**src/rtl/adc_req_scheduler.sv**
```systemverilog
// adc_req_scheduler
// Shares one ADS7822 12-bit serial ADC between NREQ requesters. Requests are
// arbitrated, CS/DCLK are generated from the 50 MHz clock, the 12-bit result
// is shifted in MSB-first, and it is returned with a one-cycle DONE strobe.
// Optional build macro: ADC_SCHED_FIXED_PRIO_EN
//   defined   -> fixed priority, lowest index wins, no round-robin pointer
//   undefined -> round-robin arbitration starting from requester 0
// DIV must be at least 2.
module adc_req_scheduler #(
    parameter int NREQ    = 4,
    parameter int DIV     = 25,
    parameter int CS_HIGH = 2
) (
    input  logic            i_clk50,
    input  logic            i_rst,
    input  logic [NREQ-1:0] i_req,
    output logic [NREQ-1:0] o_gnt,
    output logic [NREQ-1:0] o_done,
    output logic [11:0]     o_data,
    output logic            o_busy,
    input  logic            i_din,
    output logic            o_dclk,
    output logic            o_cs
);

    localparam int IDW = $clog2(NREQ);
    localparam int IW1 = IDW + 1;
    localparam int DVW = $clog2(DIV);
    localparam int RCW = $clog2(2 * CS_HIGH + 1);

    typedef enum logic [1:0] {
        IDLE,
        SAMPLE,
        SHIFT,
        RECOVER
    } state_t;

    state_t          r_state;
    logic [DVW-1:0]  r_div;
    logic            r_dclk;
    logic            r_cs;
    logic [NREQ-1:0] r_gnt;
    logic [NREQ-1:0] r_done;
    logic [11:0]     r_data;
    logic            r_busy;
    logic [11:0]     r_shift;
    logic [3:0]      r_rise;
    logic [RCW-1:0]  r_recTick;
    logic [IDW-1:0]  r_id;

    logic            w_tick;
    logic            w_anyReq;
    logic [IDW-1:0]  w_winner;

    assign w_tick   = (r_div == DVW'(DIV - 1));
    assign w_anyReq = |i_req;

`ifdef ADC_SCHED_FIXED_PRIO_EN
    // Fixed priority: scan from the top so the lowest requesting index wins
    always_comb begin
        w_winner = '0;
        for (int i = NREQ - 1; i >= 0; i--) begin
            if (i_req[i]) w_winner = IDW'(i);
        end
    end
`else
    logic [IDW-1:0] r_ptr;
    logic [IW1-1:0] w_idx;

    // Round-robin: scan far-to-near after the pointer so the nearest requester wins
    always_comb begin
        w_winner = '0;
        w_idx    = '0;
        for (int i = NREQ; i >= 1; i--) begin
            w_idx = {1'b0, r_ptr} + IW1'(i);
            if (w_idx >= IW1'(NREQ)) w_idx = w_idx - IW1'(NREQ);
            if (i_req[w_idx[IDW-1:0]]) w_winner = w_idx[IDW-1:0];
        end
    end

    // Pointer moves to the winner at each grant so it has lowest priority next time
    always_ff @(posedge i_clk50 or posedge i_rst) begin
        if (i_rst) begin
            r_ptr <= IDW'(NREQ - 1);
        end else if (r_state == IDLE && w_anyReq) begin
            r_ptr <= w_winner;
        end
    end
`endif

    // Conversion sequencer: grant, DCLK generation, shift-in, result delivery, CS recovery
    always_ff @(posedge i_clk50 or posedge i_rst) begin
        if (i_rst) begin
            r_state   <= IDLE;
            r_div     <= '0;
            r_dclk    <= 1'b0;
            r_cs      <= 1'b1;
            r_gnt     <= '0;
            r_done    <= '0;
            r_data    <= '0;
            r_busy    <= 1'b0;
            r_shift   <= '0;
            r_rise    <= '0;
            r_recTick <= '0;
            r_id      <= '0;
        end else begin
            r_gnt  <= '0;
            r_done <= '0;
            case (r_state)
                IDLE: begin
                    r_dclk <= 1'b0;
                    r_cs   <= 1'b1;
                    r_div  <= '0;
                    if (w_anyReq) begin
                        r_gnt   <= NREQ'(1) << w_winner;
                        r_cs    <= 1'b0;
                        r_busy  <= 1'b1;
                        r_id    <= w_winner;
                        r_rise  <= '0;
                        r_state <= SAMPLE;
                    end
                end
                SAMPLE: begin
                    if (w_tick) begin
                        r_div  <= '0;
                        r_dclk <= ~r_dclk;
                        if (!r_dclk) begin
                            r_rise <= r_rise + 4'd1;
                            if (r_rise == 4'd2) r_state <= SHIFT;
                        end
                    end else begin
                        r_div <= r_div + DVW'(1);
                    end
                end
                SHIFT: begin
                    if (w_tick) begin
                        r_div <= '0;
                        if (!r_dclk) begin
                            r_dclk  <= 1'b1;
                            r_rise  <= r_rise + 4'd1;
                            r_shift <= {r_shift[10:0], i_din};
                        end else if (r_rise == 4'd15) begin
                            r_dclk    <= 1'b0;
                            r_cs      <= 1'b1;
                            r_data    <= r_shift;
                            r_done    <= NREQ'(1) << r_id;
                            // Pre-advance by one so the first IDLE cycle completes the CS-high window
                            r_div     <= DVW'(1);
                            r_recTick <= '0;
                            r_state   <= RECOVER;
                        end else begin
                            r_dclk <= 1'b0;
                        end
                    end else begin
                        r_div <= r_div + DVW'(1);
                    end
                end
                RECOVER: begin
                    r_dclk <= 1'b0;
                    r_cs   <= 1'b1;
                    if (w_tick) begin
                        r_div <= '0;
                        if (r_recTick == RCW'(2 * CS_HIGH - 1)) begin
                            r_state <= IDLE;
                            r_busy  <= 1'b0;
                        end else begin
                            r_recTick <= r_recTick + RCW'(1);
                        end
                    end else begin
                        r_div <= r_div + DVW'(1);
                    end
                end
                default: begin
                    r_state <= IDLE;
                end
            endcase
        end
    end

    assign o_gnt  = r_gnt;
    assign o_done = r_done;
    assign o_data = r_data;
    assign o_busy = r_busy;
    assign o_dclk = r_dclk;
    assign o_cs   = r_cs;

endmodule
```
**config.mk**
```make
export PLATFORM = sky130hd
export DESIGN_NAME = adc_req_scheduler
export DESIGN_NICKNAME = d
export VERILOG_FILES = /design/src/rtl/adc_req_scheduler.sv
export SDC_FILE = /design/constraint.sdc
export NUM_CORES = 1
export LEC_CHECK = 0
export BUFFER_PORTS_ARGS = -buffer_cell sky130_fd_sc_hd__buf_2
export CAP_MARGIN = 20
export CORE_MARGIN = 3
export CORE_UTILIZATION = 45
export CTS_BUF_LIST = sky130_fd_sc_hd__clkbuf_2 sky130_fd_sc_hd__clkbuf_4 sky130_fd_sc_hd__clkbuf_8
export DETAILED_ROUTE_END_ITERATION = 12
export PLACE_DENSITY = 0.67
export SETUP_SLACK_MARGIN = 0.4
export SLEW_MARGIN = 25
export SYNTH_ARGS = -nofsm -noshare
export SYNTH_HDL_FRONTEND = slang
export SYNTH_SLANG_ARGS = --single-unit
```
**constraint.sdc**
```tcl
create_clock -name i_clk50 -period 1.82 [get_ports i_clk50]
set_input_delay 0.182 -clock i_clk50 [delete_from_list [all_inputs] [get_ports i_clk50]]
set_output_delay 0.182 -clock i_clk50 [all_outputs]
set_load 0.05 [all_outputs]
```
==> flow_metrics.env, run 1 <==
export IMPL_switching_power_uw=444
export IMPL_combPwrFrac=0.031
export IMPL_synth_cells=194
export IMPL_cts_sinks=53
export IMPL_worstReg2RegStart="r_div[1]"
export IMPL_netlist_top_cells_count="50 x dfrtp_1, 23 x mux2_2, 14 x nor2_1, 13 x inv_1, 10 x ha_1"
export IMPL_ys_warnings_count=0
export IMPL_hp_start="i_din"
export IMPL_criticalPathCategory="reg2reg"
export IMPL_fill_cells=391
export IMPL_slew_headroom=0.732
export IMPL_cellLeakagePower_nw=1.56
export IMPL_setup_viol=0
export IMPL_clockBufferDepth=2
export IMPL_cp_max_fo=11
export IMPL_hold_viol_final=0
export IMPL_cts_reportedPaths_clkPinSlew_ns=0.10
export IMPL_final_nets=271
export IMPL_portBuffers=29
export IMPL_p_seq_frac=0.613
export IMPL_synth_most_common_cell="dfrtp_1"
export IMPL_synthToLayoutAreaGrowth_pct=29.7
export IMPL_grt_pass1_vias=1595
export IMPL_syn_avg_cell_area_um2=12.5
export IMPL_max_freq_mhz=572
export IMPL_cts_tree="yes"
export IMPL_drcViolationCount=0
export IMPL_synth_seq_cells=53
export IMPL_clockPowerShare=0.357
export IMPL_num_vias=1633
export IMPL_crit_path_end_kind="flip-flop"
export IMPL_multiInputGateArea_um2=1170
export IMPL_fp_dieW_um=79.4
export IMPL_diodes=0
export IMPL_synth_area_leader_cell="dfrtp_1"
export IMPL_synthFlopType="dfrtp_1"
export IMPL_ant_nets=0
export IMPL_io_pins=30
export IMPL_dieArea_um2=6300
export IMPL_dr_pass1_iters=4
export IMPL_cp_arrival_ns=1.94
export IMPL_netlist_cell_type_count=39
export IMPL_synth_top_area_share=0.517
export IMPL_routedWlPerCell_um=13.8
export IMPL_crit_start="r_div[1]"
export IMPL_outcome="finished clean"
export IMPL_fin_skew_ns=0.00489
export IMPL_ys_top_cells_by_area="dfrtp_1 52%, mux2_2 11%, ha_1 5.2%"
export IMPL_routed_wl_um=4470
export IMPL_synth_edf_count=0
export IMPL_rsz0062_at_grt="yes"
export IMPL_grt_ovfl_total=0
export IMPL_p_int_mw=1.48
export IMPL_dp_cells=309
export IMPL_r2r_slack_ns=0.07
export IMPL_synth_fp_nets=211
export IMPL_start_util=0.468
export IMPL_clk_insertion_delay_late_ns=0.30
export IMPL_r2r_end="o_data[0]"
export IMPL_layout_cells_non_filler=325
export IMPL_start_kind="flip-flop"
export IMPL_worstSetupEndpoint="o_data[0]"
export IMPL_cts_inserted_buffers=5
export IMPL_peakVddDrop_uv=476
export IMPL_routabilityCongestion=0.800
export IMPL_setup_slack_ns=0.0704
export IMPL_grt_first_pass_wirelength_um=7420
export IMPL_worst_slew_pin_slew_ns=0.401
export IMPL_clk_root_buffer_cell="clkbuf_8"
export IMPL_hpwl_um=3130
export IMPL_async_flop_share=1.00
export IMPL_netSwitchingFraction=0.231
export IMPL_avgViaCountPerCell=5.02
export IMPL_slew_violations=0
export IMPL_grt_max_degree=24
export IMPL_num_rows=26
export IMPL_drt_iter0_drc=67
export IMPL_antenna_found_initial=0
export IMPL_htree_levels=2
export IMPL_hold_class="in2reg"
export IMPL_die_height_um=79.4
export IMPL_required_ns=2.01
export IMPL_grt_use_total=0.152
export IMPL_place_ws_ns=0.0241
export IMPL_powerDensity_nw_per_um2=611
export IMPL_fin_crit_sh=0.961
export IMPL_coreArea_um2=5170
export IMPL_ff2ff_path_depth=6
export IMPL_syn_area_um2=2420
export IMPL_seqCellArea_um2=1330
export IMPL_drv_cap=0
export IMPL_drive_gt1_frac=0.525
export IMPL_period_minus_slack_ns=1.75
export IMPL_synth_seq_area_share=0.549
==> flip-flops by register name, summed over array words and instances, names as in the netlist <==
signal	flops
o_data	12
r_shift	12
r_div	5
o_done	4
o_gnt	4
r_rise	4
r_recTick	3
r_id	2
r_ptr	2
r_state	2
o_busy	1
o_cs	1
o_dclk	1
==> what timing repair did <==
action / 4_1_cts / 5_1_grt
buffers inserted: 3 / 4
hold endpoints to repair: 14 / 0
hold buffers: 1 / 0
pin swaps: 2 / 9
resized for setup: 12 / 32
setup endpoints to repair: 50 / 51
==> critical path, cell delays in order, from the launching register on <==
cell and delay [ns]:
dfrtp_1 0.40, inv_1 0.06, ha_2 0.18, nand4b_4 0.13, or3_4 0.41, buf_12 0.16, mux2_4 0.29
==> stage by stage <==
step           utilization  setup TNS [ns]  area [um^2]  hold slack (ns)  power [mW]
2_1_floorplan            -         -0.0133         2450            0.242        1.23
4_1_cts              0.577               0         2980           0.0966        1.95
6_report             0.607               0         3140            0.108        1.92
3_3_place_gp         0.543               0         2810            0.200        1.25
3_5_place_dp         0.543               0         2810            0.210        1.25
5_1_grt              0.607               0         3140            0.100        2.00
==> worst min path at each step <==
stage,to,cells past startpoint
2_1_floorplan,o_busy,1
3_3_place_gp,o_data[0],2
3_5_place_dp,o_data[1],2
4_1_cts,r_shift[0],2
5_1_grt,r_shift[0],2
6_report,r_shift[0],2
==> routing by layer <==
layer,part of all wire,global-route usage,up-vias
li1,-,-,791
met1,0.46,0.202,813
met2,0.49,0.246,25
met3,0.038,0.0406,4
met4,0.0098,0.0412,0
met5,0,0,-
==> power by group through the flow <==
| stage | Sequential, mW | Combinational, mW | Clock (mW) |
|---|---|---|---|
| 4_1_cts | 1.18 | 0.0592 | 0.711 |
| 5_1_grt | 1.18 | 0.0667 | 0.759 |
| 3_3_place_gp | 1.20 | 0.0525 | 0 |
| 2_1_floorplan | 1.20 | 0.0281 | 0 |
| 6_report | 1.18 | 0.0586 | 0.685 |
| 3_5_place_dp | 1.20 | 0.0529 | 0 |
==> cell families after synthesis <==
logic type | synth area share
compound gates | 0.0537
xor+xnor | 0.0108
fa+ha+maj | 0.0517
buf+inv | 0.0403
flops | 0.549
mux | 0.167
simple gates | 0.128
==> cell usage in the layout (no fill, tap or decap), types with 5 or more instances in the layout <==
| cell | synthesis | final |
|---|---|---|
| dfrtp_1 | 50 | 49 |
| buf_2 | 1 | 29 |
| mux2_2 | 23 | 21 |
| buf_4 | 1 | 21 |
| nor2_1 | 14 | 10 |
| inv_1 | 13 | 9 |
| nand2_1 | 8 | 7 |
| mux2_4 | 5 | 7 |
| mux2i_1 | 7 | 6 |
| ha_2 | 0 | 6 |
| nand2b_1 | 6 | 5 |
| clkbuf_8 | 0 | 5 |
| buf_6 | 1 | 5 |
==> cell type report <==
class | instances | share of cell area
Clock inverter | 3 | 0.00836
Sequential cell | 53 | 0.424
Tap cell | 70 | 0.0279
Multi-Input combinational cell | 123 | 0.371
Clock buffer | 5 | 0.0219
Timing Repair Buffer | 58 | 0.130
Inverter | 13 | 0.0167
(Power assumes the default switching activity.)
==> run 2: changes to the inputs <==
- ABC_AREA: unset -> 1
- CAP_MARGIN: 20 -> 40
- CTS_CLUSTER_DIAMETER: unset -> 30
==> run 2 against run 1 <==
  * Synthesized area grew 6.5%
  * Non-clock buffer count shrank 7
  * Utilization grew 2.1 points
  * Critical endpoint is now r_recTick[0]
  * Clock skew grew 0.0046 ns
==> flow_metrics.env, run 2 <==
export IMPL_required_ns=2.03
export IMPL_routedWlPerCell_um=13.1
export IMPL_synth_seq_cells=53
export IMPL_grt_max_degree=54
export IMPL_routed_wl_um=5500
export IMPL_num_rows=26
export IMPL_netlist_cell_type_count=36
export IMPL_die_height_um=81.7
export IMPL_antenna_found_initial=0
export IMPL_start_util=0.483
export IMPL_cp_slowest_cell="dfrtp_2"
export IMPL_worstPathCellList="ha_2 -> nor2_1 -> nor2_1 -> nand3_1 -> nor2_4 -> o21ai_1 -> o21a_1"
export IMPL_rsz0062_at_grt="yes"
export IMPL_peakVddDrop_uv=764
export IMPL_r2r_end="r_recTick[0]"
export IMPL_num_vias=2096
export IMPL_crit_top_cell="nor2_1"
export IMPL_crit_cells=7
export IMPL_syn_avg_cell_area_um2=8.77
export IMPL_start_kind="flip-flop"
export IMPL_clk_root_buffer_cell="clkbuf_8"
export IMPL_worstSetupEndpoint="r_recTick[0]"
export IMPL_critPathMaxStageDelay_ns=0.43
export IMPL_htree_levels=2
export IMPL_fp_dieW_um=81.7
export IMPL_powerDensity_nw_per_um2=1470
export IMPL_cellLeakagePower_nw=1.63
export IMPL_final_nets=364
export IMPL_synthFlopType="dfrtp_1"
export IMPL_ff2ff_path_depth=7
export IMPL_drcViolationCount=0
export IMPL_diodes=0
export IMPL_fin_skew_ns=0.00950
export IMPL_cpLargestDelayFamily="simple AND/OR/NAND/NOR gates"
export IMPL_synth_seq_area_share=0.516
export IMPL_synth_cells=294
export IMPL_drive_gt1_frac=0.397
export IMPL_final_common_cell="nand2_1"
export IMPL_crit_buf_inv=0
export IMPL_period_minus_slack_ns=1.55
export IMPL_synthToLayoutAreaGrowth_pct=30.0
export IMPL_dp_cells=390
export IMPL_cp_max_fo=8
export IMPL_setup_viol=0
export IMPL_fin_crit_sh=0.851
export IMPL_netlist_top_cells_count="73 x nand2_1, 50 x dfrtp_1, 37 x inv_1, 25 x o21ai_1, 17 x nor2_1"
export IMPL_slew_violations=0
export IMPL_layout_cells_non_filler=418
export IMPL_tns_ns=0
export IMPL_drt_iter0_drc=69
export IMPL_clk_insertion_delay_late_ns=0.32
export IMPL_hpwl_um=3490
export IMPL_cts_inserted_buffers=5
export IMPL_synth_most_common_cell="nand2_1"
export IMPL_synth_top_area_share=0.485
export IMPL_cts_sinks=53
export IMPL_place_ws_ns=0.211
export IMPL_synth_edf_count=0
export IMPL_crit_start="r_state[1]"
export IMPL_criticalPathCategory="reg2reg"
export IMPL_routabilityCongestion=0.808
export IMPL_worstReg2RegStart="r_state[1]"
export IMPL_grt_pass1_vias=2008
export IMPL_grt_use_total=0.174
export IMPL_hold_class="in2reg"
export IMPL_max_freq_mhz=646
export IMPL_cp_arrival_ns=1.76
export IMPL_outcome="finished clean"
export IMPL_ys_warnings_count=0
export IMPL_cts_reportedPaths_clkPinSlew_ns=0.10
export IMPL_r2r_slack_ns=0.27
export IMPL_ant_nets=0
export IMPL_final_cell_mix="54 x nand2_1, 46 x dfrtp_1, 29 x o21ai_1, 29 x buf_2, 28 x inv_1"
export IMPL_cts_tree="yes"
export IMPL_async_flop_share=1.00
export IMPL_slew_headroom=0.789
export IMPL_dieArea_um2=6670
export IMPL_dr_pass1_iters=4
export IMPL_io_pins=30
export IMPL_drv_cap=0
export IMPL_grt_first_pass_wirelength_um=9000
export IMPL_synth_fp_nets=311
export IMPL_crit_path_end_kind="flip-flop"
export IMPL_worst_slew_pin_slew_ns=0.316
export IMPL_avgViaCountPerCell=5.01
export IMPL_synth_area_leader_cell="dfrtp_1"
export IMPL_hold_viol_final=0
export IMPL_ys_top_cells_by_area="dfrtp_1 49%, nand2_1 11%, inv_1 5.4%"
export IMPL_grt_ovfl_total=0
export IMPL_coreArea_um2=5340
export IMPL_setup_slack_ns=0.271
export IMPL_portBuffers=29
export IMPL_syn_area_um2=2580
export IMPL_clockBufferDepth=2
[run 2: routing by layer]
| layer | track usage | wire length, um | vias up |
|---|---|---|---|
| li1 | - | - | 1039 |
| met1 | 0.224 | 2430 | 1014 |
| met2 | 0.293 | 2750 | 37 |
| met3 | 0.0395 | 248 | 6 |
| met4 | 0.0548 | 70 | 0 |
| met5 | 0 | 0 | - |
[run 2: worst reg2reg max path: stages, from the launching register on]
cell and delay (ns):
dfrtp_2 0.43, ha_2 0.31, nor2_1 0.09, nor2_1 0.13
nand3_1 0.14, nor2_4 0.17, o21ai_1 0.08, o21a_1 0.10
[run 2: layout make-up]
type | instances | area [um^2]
Fill cell | 453 | 1980
Sequential cell | 53 | 1340
Multi-Input combinational cell | 195 | 1300
Timing Repair Buffer | 51 | 365
Inverter | 41 | 170
Tap cell | 70 | 87.6
Clock buffer | 5 | 68.8
Clock inverter | 3 | 26.3
[run 2: worst min path at each step]
stage | from | end | depth (start not counted)
floorplan | i_rst | o_busy | 1
global placement | i_rst | o_data[9] | 3
detailed placement | i_rst | o_data[10] | 3
CTS | i_din | r_shift[0] | 3
global route | i_din | r_shift[0] | 3
finish | i_din | r_shift[0] | 3
[run 2: kinds of logic after synthesis]
logic type	count (synthesis)	synth area share
fa+ha+maj	10	0.0485
simple gates	131	0.241
compound gates	49	0.105
mux	1	0.00437
xor+xnor	3	0.0102
flops	53	0.516
buf+inv	47	0.0752
[run 2: repair_timing]
action | 4_1_cts | 5_1_grt
hold buffers | 1 | 0
endpoints found under the hold margin | 50 | 0
cloned | 0 | 1
setup buffers | 13 | 5
pin swaps | 28 | 19
gates resized for setup | 50 | 29
endpoints found under the setup margin | 42 | 50
[run 2: stage by stage]
stage          power, mW  hold WS [ns]  area [um^2]   util
2_1_floorplan       2.98         0.242         2590      -
3_3_place_gp        3.31         0.273         2830  0.530
3_5_place_dp        3.34         0.278         2830  0.530
4_1_cts             4.58         0.103         3200  0.599
5_1_grt             5.28         0.120         3350  0.628
6_report            4.92         0.113         3350  0.628
[run 2: power by group]
| group | internal, mW | switching [mW] |
|---|---|---|
| clock | 0.280 | 0.415 |
| sequential | 1.39 | 0.172 |
| combinational | 1.04 | 1.63 |
==> run 3: changes to the inputs <==
- ABC_CLOCK_PERIOD_IN_PS: unset -> 1700
- CORE_UTILIZATION: 45 -> 40
- PLACE_DENSITY: 0.67 -> unset
- clock period: 1.82 -> 1.7 ns (I/O delays scaled with it)
==> run 3 against run 2 <==
  * Fmax is 1.8% lower
  * Utilization is 5.3 points lower
  * Wire length is 2.3% higher
  * Power is 7.1% higher
  * Clock-buffer cell count is 1 higher
  * Critical path depth is 1 higher
  * Register-to-register slack worse by 0.15 ns
  * Via count is 1.1% higher
==> flow_metrics.env, run 3 (synthesis results as in run 2) <==
export IMPL_dieArea_um2=7450
export IMPL_coreArea_um2=6100
export IMPL_clockBufferDepth=2
export IMPL_worst_slew_pin_slew_ns=0.347
export IMPL_fill_cells=558
export IMPL_worstHoldEndpoint="r_shift[0]"
export IMPL_hold_path_depth=3
export IMPL_slew_violations=0
export IMPL_cts_reportedPaths_clkPinSlew_ns=0.10
export IMPL_final_common_cell="dfrtp_1"
export IMPL_cpLargestDelayFamily="simple AND/OR/NAND/NOR gates"
export IMPL_htree_levels=2
export IMPL_io_pins=30
export IMPL_drcViolationCount=0
export IMPL_drv_cap=0
export IMPL_grt_first_pass_wirelength_um=8640
export IMPL_dp_cells=398
export IMPL_fin_crit_sh=0.927
export IMPL_avgViaCountPerCell=4.91
export IMPL_final_cell_mix="49 x dfrtp_1, 42 x nand2_1, 33 x nand2_2"
export IMPL_grt_ovfl_total=0
export IMPL_post_route_util=0.576
export IMPL_cts_sinks=53
export IMPL_hold_viol_final=0
export IMPL_cp_slowest_cell="dfrtp_1"
export IMPL_start_kind="flip-flop"
export IMPL_dr_pass1_iters=4
export IMPL_start_util=0.423
export IMPL_slew_headroom=0.769
export IMPL_setup_viol=0
export IMPL_ff2ff_path_depth=8
export IMPL_r2r_end="r_recTick[0]"
export IMPL_max_freq_mhz=634
export IMPL_clk_insertion_delay_late_ns=0.30
export IMPL_drive_gt1_frac=0.465
export IMPL_clockPowerShare=0.136
export IMPL_num_vias=2120
export IMPL_required_ns=1.89
export IMPL_portBuffers=29
export IMPL_switching_power_mw=2.32
export IMPL_p_seq_frac=0.315
export IMPL_cts_tree="yes"
export IMPL_crit_buf_inv=1
export IMPL_layout_cells_non_filler=432
export IMPL_combPwrFrac=0.549
export IMPL_clk_root_buffer_cell="clkbuf_8"
export IMPL_p_int_mw=2.95
export IMPL_grt_max_degree=29
export IMPL_routed_wl_um=5630
export IMPL_place_ws_ns=0.123
export IMPL_cp_arrival_ns=1.77
export IMPL_hp_start="i_din"
export IMPL_cp_max_fo=7
export IMPL_antenna_found_initial=0
export IMPL_synthToLayoutAreaGrowth_pct=36.1
export IMPL_setup_slack_ns=0.123
export IMPL_crit_path_end_kind="flip-flop"
export IMPL_r2r_slack_ns=0.12
export IMPL_drt_iter0_drc=72
export IMPL_fin_skew_ns=0.0122
export IMPL_routabilityCongestion=0.886
export IMPL_num_rows=28
export IMPL_hpwl_um=3570
export IMPL_cts_inserted_buffers=5
export IMPL_grt_pass1_vias=1971
export IMPL_critPathMaxStageDelay_ns=0.43
export IMPL_fp_dieW_um=86.3
export IMPL_worstPathCellList="inv_2 -> ha_4 -> nor2_1 -> nor2_2 -> nand3_2 -> nor2_4 -> o21ai_1 -> o21a_1"
export IMPL_powerDensity_nw_per_um2=1500
export IMPL_hold_slack_ns=0.135
export IMPL_peakVddDrop_uv=963
export IMPL_routedWlPerCell_um=13.0
export IMPL_criticalPathCategory="reg2reg"
export IMPL_cellLeakagePower_nw=1.70
export IMPL_die_height_um=86.3
export IMPL_outcome="finished clean"
export IMPL_grt_use_total=0.147
export IMPL_diodes=0
export IMPL_worstReg2RegStart="r_state[0]"
export IMPL_final_nets=373
export IMPL_tns_ns=0
export IMPL_ant_nets=0
export IMPL_hold_class="in2reg"
export IMPL_netSwitchingFraction=0.440
export IMPL_rsz0062_at_grt="yes"
export IMPL_period_minus_slack_ns=1.58
==> run 3: cell types whose count changed in the layout (fill, tap and decap cells not counted), sizes merged <==
cell      change
clkbuf        +2
buf           +9
clkinvlp      -2
clkinv        +1
nand2         -1
==> run 3: worst reg2reg max path, delay by kind of cell (launching register included) <==
family / cells / cell delay [ns]
AOI/OAI and AO/OA: 2 / 0.18
adders and majority gates: 1 / 0.22
and+or+nand+nor: 4 / 0.52
buffers and inverters: 1 / 0.13
DFF: 1 / 0.43
==> run 3: cell type report <==
class                           instances  area (um^2)  share of cell area
Clock inverter                          2         13.8             0.00392
Clock buffer                            6         76.3              0.0217
Timing Repair Buffer                   61          477               0.136
Multi-Input combinational cell        194         1350               0.385
Tap cell                               75         93.8              0.0267
Inverter                               41          168              0.0478
Sequential cell                        53         1330               0.379
==> run 3: stage by stage <==
step           power [mW]  cell area [um^2]
6_report             5.27              3510
5_1_grt              5.67              3510
4_1_cts              4.76              3240
3_5_place_dp         3.61              2850
3_3_place_gp         3.59              2850
2_1_floorplan        3.25              2620
==> run 3: worst max path at each step <==
stage,start,to,slack [ns],depth (start not counted)
global placement,r_state[0],r_recTick[0],0.11,8
global route,r_state[0],r_recTick[0],0.01,8
detailed placement,r_state[0],r_recTick[0],0.12,8
finish,r_state[0],r_recTick[0],0.12,8
floorplan,r_state[0],r_recTick[0],0.29,8
CTS,r_div[1],r_rise[0],0.13,8
==> run 3: metal layers <==
| metal | wire (um) | vias up | GRT usage |
|---|---|---|---|
| met3 | 209 | 15 | 0.0323 |
| met2 | 2820 | 44 | 0.240 |
| met1 | 2470 | 999 | 0.189 |
| li1 | - | 1062 | - |
| met4 | 124 | 0 | 0.0581 |
| met5 | 0 | - | 0 |
==> run 3: timing repair <==
action / CTS / global route
gates cloned: 1 / 0
pin swaps: 19 / 26
setup endpoints to repair: 51 / 52
resized for setup: 38 / 63
buffers inserted: 16 / 8
endpoints found under the hold margin: 10 / 0
hold buffers: 1 / 0
==> run 3: power groups by stage <==
stage / clock [mW] / sequential (mW) / combinational [mW]
after floorplan: 0 / 1.84 / 1.41
after global placement: 0 / 1.68 / 1.91
after detailed placement: 0 / 1.68 / 1.93
after CTS: 0.744 / 1.63 / 2.38
after global routing: 0.789 / 1.69 / 3.19
final: 0.716 / 1.66 / 2.90
